## src/rtl/pipelined_addsub_if.sv

```systemverilog
// Operand/result handshake bundle for pipelined_addsub.
// master drives operands and out_ready; slave is the adder pipeline.
interface pipelined_addsub_if #(
  parameter int WIDTH = 64
);
  logic             in_valid;
  logic             in_ready;
  logic [WIDTH-1:0] a;
  logic [WIDTH-1:0] b;
  logic             sub;
  logic             out_valid;
  logic             out_ready;
  logic [WIDTH-1:0] result;
  logic             cout;
  logic             overflow;
  logic             zero;
  logic             negative;

  modport master (
    output in_valid, a, b, sub, out_ready,
    input  in_ready, out_valid, result, cout, overflow, zero, negative
  );

  modport slave (
    input  in_valid, a, b, sub, out_ready,
    output in_ready, out_valid, result, cout, overflow, zero, negative
  );
endinterface

```

## src/rtl/pipelined_addsub.sv

```systemverilog
// Pipelined two's-complement adder/subtractor: one WIDTH/STAGES-bit carry chunk
// per register stage, whole-pipe stall on output backpressure.
module pipelined_addsub #(
  parameter int WIDTH  = 64,
  parameter int STAGES = 4
) (
  input  logic              clk,
  input  logic              rst_n,
  pipelined_addsub_if.slave bus
);
  localparam int C = WIDTH / STAGES;

  // acc holds finished low result chunks with the not-yet-added upper bits of a
  // in place; b_eff stays in place, so both sign bits survive until the last stage.
  logic             vld_q   [STAGES];
  logic             vld_d   [STAGES];
  logic [WIDTH-1:0] acc_q   [STAGES];
  logic [WIDTH-1:0] acc_d   [STAGES];
  logic [WIDTH-1:0] opb_q   [STAGES];
  logic [WIDTH-1:0] opb_d   [STAGES];
  logic             cy_q    [STAGES];
  logic             cy_d    [STAGES];

  logic             src_vld [STAGES];
  logic [WIDTH-1:0] src_acc [STAGES];
  logic [WIDTH-1:0] src_opb [STAGES];
  logic             src_cy  [STAGES];

  logic             ovf_q, ovf_d;
  logic             zero_q, zero_d;
  logic             neg_q, neg_d;
  logic             adv;
  logic [WIDTH-1:0] b_eff;
  logic [C:0]       chunk_sum;

  assign adv   = !vld_q[STAGES-1] || bus.out_ready;
  assign b_eff = bus.b ^ {WIDTH{bus.sub}};

  always_comb begin
    src_vld[0] = bus.in_valid;
    src_acc[0] = bus.a;
    src_opb[0] = b_eff;
    src_cy[0]  = bus.sub;
    for (int k = 1; k < STAGES; k++) begin
      src_vld[k] = vld_q[k-1];
      src_acc[k] = acc_q[k-1];
      src_opb[k] = opb_q[k-1];
      src_cy[k]  = cy_q[k-1];
    end
  end

  always_comb begin
    for (int k = 0; k < STAGES; k++) begin
      vld_d[k] = vld_q[k];
      acc_d[k] = acc_q[k];
      opb_d[k] = opb_q[k];
      cy_d[k]  = cy_q[k];
    end
    ovf_d     = ovf_q;
    zero_d    = zero_q;
    neg_d     = neg_q;
    chunk_sum = '0;
    if (adv) begin
      for (int k = 0; k < STAGES; k++) begin
        chunk_sum = {1'b0, src_acc[k][k*C +: C]} + {1'b0, src_opb[k][k*C +: C]}
                  + {{C{1'b0}}, src_cy[k]};
        vld_d[k] = src_vld[k];
        // Bubbles leave stage data untouched so outputs keep their last value.
        if (src_vld[k]) begin
          acc_d[k]             = src_acc[k];
          acc_d[k][k*C +: C]   = chunk_sum[C-1:0];
          opb_d[k]             = src_opb[k];
          cy_d[k]              = chunk_sum[C];
        end
      end
      if (src_vld[STAGES-1]) begin
        ovf_d  = (src_acc[STAGES-1][WIDTH-1] == src_opb[STAGES-1][WIDTH-1])
              && (acc_d[STAGES-1][WIDTH-1] != src_acc[STAGES-1][WIDTH-1]);
        zero_d = (acc_d[STAGES-1] == '0);
        neg_d  = acc_d[STAGES-1][WIDTH-1];
      end
    end
  end

  always_ff @(posedge clk or negedge rst_n) begin
    if (!rst_n) begin
      for (int k = 0; k < STAGES; k++) begin
        vld_q[k] <= 1'b0;
        acc_q[k] <= '0;
        opb_q[k] <= '0;
        cy_q[k]  <= 1'b0;
      end
      ovf_q  <= 1'b0;
      zero_q <= 1'b0;
      neg_q  <= 1'b0;
    end else begin
      for (int k = 0; k < STAGES; k++) begin
        vld_q[k] <= vld_d[k];
        acc_q[k] <= acc_d[k];
        opb_q[k] <= opb_d[k];
        cy_q[k]  <= cy_d[k];
      end
      ovf_q  <= ovf_d;
      zero_q <= zero_d;
      neg_q  <= neg_d;
    end
  end

  assign bus.in_ready  = adv;
  assign bus.out_valid = vld_q[STAGES-1];
  assign bus.result    = acc_q[STAGES-1];
  assign bus.cout      = cy_q[STAGES-1];
  assign bus.overflow  = ovf_q;
  assign bus.zero      = zero_q;
  assign bus.negative  = neg_q;
endmodule

```

## src/flat_wrapper.sv

```systemverilog
// flat-port wrapper written by rule: the top's interface ports become plain ports
module pipelined_addsub_flat 
#(
  parameter int WIDTH  = 64,
  parameter int STAGES = 4
)
  (clk, rst_n, bus_in_valid, bus_a, bus_b, bus_sub, bus_out_ready, bus_in_ready, bus_out_valid, bus_result, bus_cout, bus_overflow, bus_zero, bus_negative);
  pipelined_addsub_if #(.WIDTH(WIDTH)) bus_i ();
  input  logic clk;
  input  logic rst_n;
  input wire logic [$bits(bus_i.in_valid)-1:0] bus_in_valid;
  input wire logic [$bits(bus_i.a)-1:0] bus_a;
  input wire logic [$bits(bus_i.b)-1:0] bus_b;
  input wire logic [$bits(bus_i.sub)-1:0] bus_sub;
  input wire logic [$bits(bus_i.out_ready)-1:0] bus_out_ready;
  output wire logic [$bits(bus_i.in_ready)-1:0] bus_in_ready;
  output wire logic [$bits(bus_i.out_valid)-1:0] bus_out_valid;
  output wire logic [$bits(bus_i.result)-1:0] bus_result;
  output wire logic [$bits(bus_i.cout)-1:0] bus_cout;
  output wire logic [$bits(bus_i.overflow)-1:0] bus_overflow;
  output wire logic [$bits(bus_i.zero)-1:0] bus_zero;
  output wire logic [$bits(bus_i.negative)-1:0] bus_negative;
  assign bus_i.in_valid = bus_in_valid;
  assign bus_i.a = bus_a;
  assign bus_i.b = bus_b;
  assign bus_i.sub = bus_sub;
  assign bus_i.out_ready = bus_out_ready;
  assign bus_in_ready = bus_i.in_ready;
  assign bus_out_valid = bus_i.out_valid;
  assign bus_result = bus_i.result;
  assign bus_cout = bus_i.cout;
  assign bus_overflow = bus_i.overflow;
  assign bus_zero = bus_i.zero;
  assign bus_negative = bus_i.negative;
  pipelined_addsub #(.WIDTH(WIDTH), .STAGES(STAGES)) u_core (.clk(clk), .rst_n(rst_n), .bus(bus_i));
endmodule
```

## config.mk

```make
export PLATFORM = sky130hd
export DESIGN_NAME = pipelined_addsub_flat
export DESIGN_NICKNAME = d
export VERILOG_FILES = /design/src/rtl/pipelined_addsub_if.sv /design/src/rtl/pipelined_addsub.sv /design/src/flat_wrapper.sv
export SDC_FILE = /design/constraint.sdc
export NUM_CORES = 1
export LEC_CHECK = 0
export ABC_AREA = 1
export BUFFER_PORTS_ARGS = -buffer_cell sky130_fd_sc_hd__buf_2
export CORE_UTILIZATION = 50
export CTS_CLUSTER_DIAMETER = 50
export CTS_CLUSTER_SIZE = 28
export DETAILED_ROUTE_END_ITERATION = 16
export GPL_TIMING_DRIVEN = 0
export PLACE_DENSITY = 0.7
export SYNTH_ARGS = -nofsm -noshare
export SYNTH_HDL_FRONTEND = slang
export SYNTH_SLANG_ARGS = --single-unit
```

## constraint.sdc

```tcl
create_clock -name clk -period 7 [get_ports clk]
set_clock_uncertainty 0.2 [all_clocks]
set_input_delay 1.05 -clock clk [delete_from_list [all_inputs] [get_ports clk]]
set_output_delay 1.05 -clock clk [all_outputs]
set_load 0.005 [all_outputs]
```

==> qor.yml <==
hold_viol_final: 0
rrSetupSlack_ns: 4.32
core_um2: 34700
vias: 14300
nets: 2576
worstPathArrival_ns: 3.27
end_kind: "register"
holdPathStages: 2
drtPass1Iterations: 5
die_area_um2: 36200
holdCritStartpoint: "u_core.acc_q[137]"
synth-simple-area-share_pct: 24.9
synth_mux_area_share_pct: 0
synth_compound_area_share_pct: 6.82
crit_path_cell_trace: "buf_4 > buf_2 > xor2_1 > fa_1 > nand3_1 > nand2_1 > nand3_1 > nand3_1 > a21o_1 > or2_0 > nand3_1 > o21ai_1"
r2r-end: "u_core.bus.zero"
synth_nets: 2336
drive_above_1_share_pct: 16.2
rsz0062_at_grt: "no"
clockBufferDepth: 3
timing.rr.start: "u_core.opb_q[112]"
dp_hpwl_mm: 32.3
drc: 0
dpl_worst_slack_ns: 3.38
finalPower_mw: 8.97
post-route-min-period_ns: 3.09
cts_sinks: 363
synth_largest_area_cell: "dfrtp_1"
cp_max_fo: 10
grt.overflow.total: 0
die_height_um: 190
holdPathEnd: "u_core.acc_q[137]"
cp_slowest_stage_delay_ns: 0.42
cpMostUsedCell: "nand3_1"
hold_path.class: "reg2reg"
grt_max_degree: 117
htree_levels: 2
vias_per_cell: 5.01
initial_utilization_pct: 51.1
ys_top_cells_by_area: "dfrtp_1, nand2_1, ha_1, o21ai_0, xnor2_1"
max_slew.worst_pin.slew_ns: 0.716
finalWorstSetupSlack_ns: 3.91
setup-violations-final: 0
num_rows: 68
synthAdderAreaFrac_pct: 5.02
wl_per_cell_um: 14.9
max_freq_ghz: 0.324
multi_input_area_um2: 7360
clk_pin_slew_ns: 0.06
final_common_cell: "nand2_1"
yosysWarnings: 0
reg2reg_depth: 16
synth-xor-area-share_pct: 4.79
fin_crit_sh_pct: 44.1
drt_iter0_markers: 963
grt_pass1_wl_mm: 69.3
gp_congestion: 0.901
cts-buffers-inserted: 34
portBuffers: 201
syn_inst: 2136
grt_usage_pct: 24.2
postRouteAntennaNets: 0
yosysSeqAreaShare_pct: 51.2
synth_top_family_by_area: "simple AND/OR/NAND/NOR gates"
syn_to_final_growth_pct: 16.0
hold_ws_ns: 0.268
maxSlewViolCount: 0
syn_area_um2: 17700
regArea_um2: 9080
ys_ff_latch: 363
nFillCells: 3165
clock_latency_ns: 0.52
p_leak_nw: 11.2
hold_buffers: 0
cap_viol_max_count: 0
mostFrequentLayoutCells: "nand2_1, dfrtp_1, buf_2"
ir_drop_mv: 0.176
critPathSlowestCell: "fa_1"
cts_resized: 0
synth.distinct_cells: 37
status: "complete, no violations"
antenna_found_initial: 0
post_cts_buffers: 0
relSlewSlack_pct: 52.3
crit_required_ns: 7.19
fin_util_pct: 59.2
num_antenna_cells: 0
synth_top_area_share_pct: 51.2
grt_pass1_vias: 13900
cts_tree: "done"
crit_type: "in2reg"
power_density_nw_per_um2: 436
start_kind: "primary input"
clockRootBuffer: "clkbuf_16"
die_x_um: 190
post_synth.cell_area_avg_um2: 8.30
routed_wl_mm: 42.6
io_pins: 203
==> worst max-delay path by stage <==
| stage | from | end | slack (ns) | cells after the start |
|---|---|---|---|---|
| 2_1_floorplan | bus_sub | u_core.acc_q[206] | 3.84 | 11 |
| 3_3_place_gp | rst_n | u_core.acc_q[192] | -2.12 | 1 |
| 3_5_place_dp | bus_sub | u_core.acc_q[206] | 3.38 | 12 |
| 4_1_cts | bus_sub | u_core.acc_q[206] | 3.91 | 12 |
| 5_1_grt | bus_sub | u_core.acc_q[203] | 3.75 | 11 |
| 6_report | bus_sub | u_core.acc_q[206] | 3.91 | 12 |
==> per-layer routing <==
metal | GRT usage (%) | wire, um | vias up
met5 | 0 | 0 | -
met4 | 7.05 | 1040 | 0
met2 | 41.2 | 20700 | 319
li1 | - | - | 7146
met1 | 32.3 | 18900 | 6768
met3 | 3.13 | 2080 | 63
==> cells in the mapped netlist <==
cell type	number
a211oi_1	1
a21boi_1	3
a21boi_2	1
a21o_1	11
a21oi_1	48
a221oi_1	4
a31oi_1	9
and2_1	3
buf_1	1
buf_2	45
buf_4	66
clkbuf_1	35
dfrtp_1	363
fa_1	7
ha_1	60
inv_1	109
inv_2	5
inv_4	1
nand2_1	981
nand2_2	1
nand3_1	55
nand3b_1	4
nand4_1	12
nor2_1	44
nor2_4	1
nor3_1	3
nor4_1	11
o21ai_0	130
o21ai_1	6
o21ai_2	4
o21bai_1	3
o31ai_1	2
or2_0	4
or2_1	1
or2_2	5
xnor2_1	69
xor2_1	28
==> report_power, final <==
| group | switching (mW) | internal, mW | total [mW] |
|---|---|---|---|
| combinational | 2.15 | 1.42 | 3.57 |
| clock | 0.806 | 1.12 | 1.93 |
| sequential | 0.534 | 2.94 | 3.48 |
| total | 3.49 | 5.48 | 8.97 |
==> critical path: cells and delay by family <==
kind	cells	cell delay (ns)
AOI/OAI and AO/OA	2	0.28
xor gates and xnor gates	1	0.16
adders and majority gates	1	0.42
buffers and inverters	2	0.59
and+or+nand+nor	6	0.75
==> area by class of cell <==
type / count / area share (%)
sequential: 363 / 44.2
multi-input combinational: 1511 / 35.8
timing repair buffer: 204 / 5.34
clock buffer: 45 / 4.64
buffer: 147 / 4.16
tap: 455 / 2.77
inverter: 115 / 2.11
clock inverter: 16 / 1.01
==> kinds of logic (layout without fill, tap and decap cells) <==
kind of cell,after synthesis,count (layout)
adders and majority gates,67,67
DFF,363,363
and+or+nand+nor,1125,1125
AOI/OAI and AO/OA,222,222
xor gates and xnor gates,97,97
buffers and inverters,262,527
==> stage by stage <==
step	area [um^2]	std cells	setup TNS, ns
2_1_floorplan	17700	2136	0
3_3_place_gp	19300	2792	-751.99
3_5_place_dp	19400	2795	0
4_1_cts	20600	2856	0
5_1_grt	20600	2856	0
6_report	20600	2856	0
==> flip-flops by register name, summed over array words and instances (netlist names) <==
name and count:
u_core.cy_q 3, u_core.bus.cout 1, u_core.acc_q 192, u_core.bus.overflow 1
u_core.bus.negative 1, u_core.bus.out_valid 1, u_core.bus.zero 1, u_core.bus.result 64
u_core.src_vld 3, u_core.opb_q 96
(Power assumes the default switching activity.)
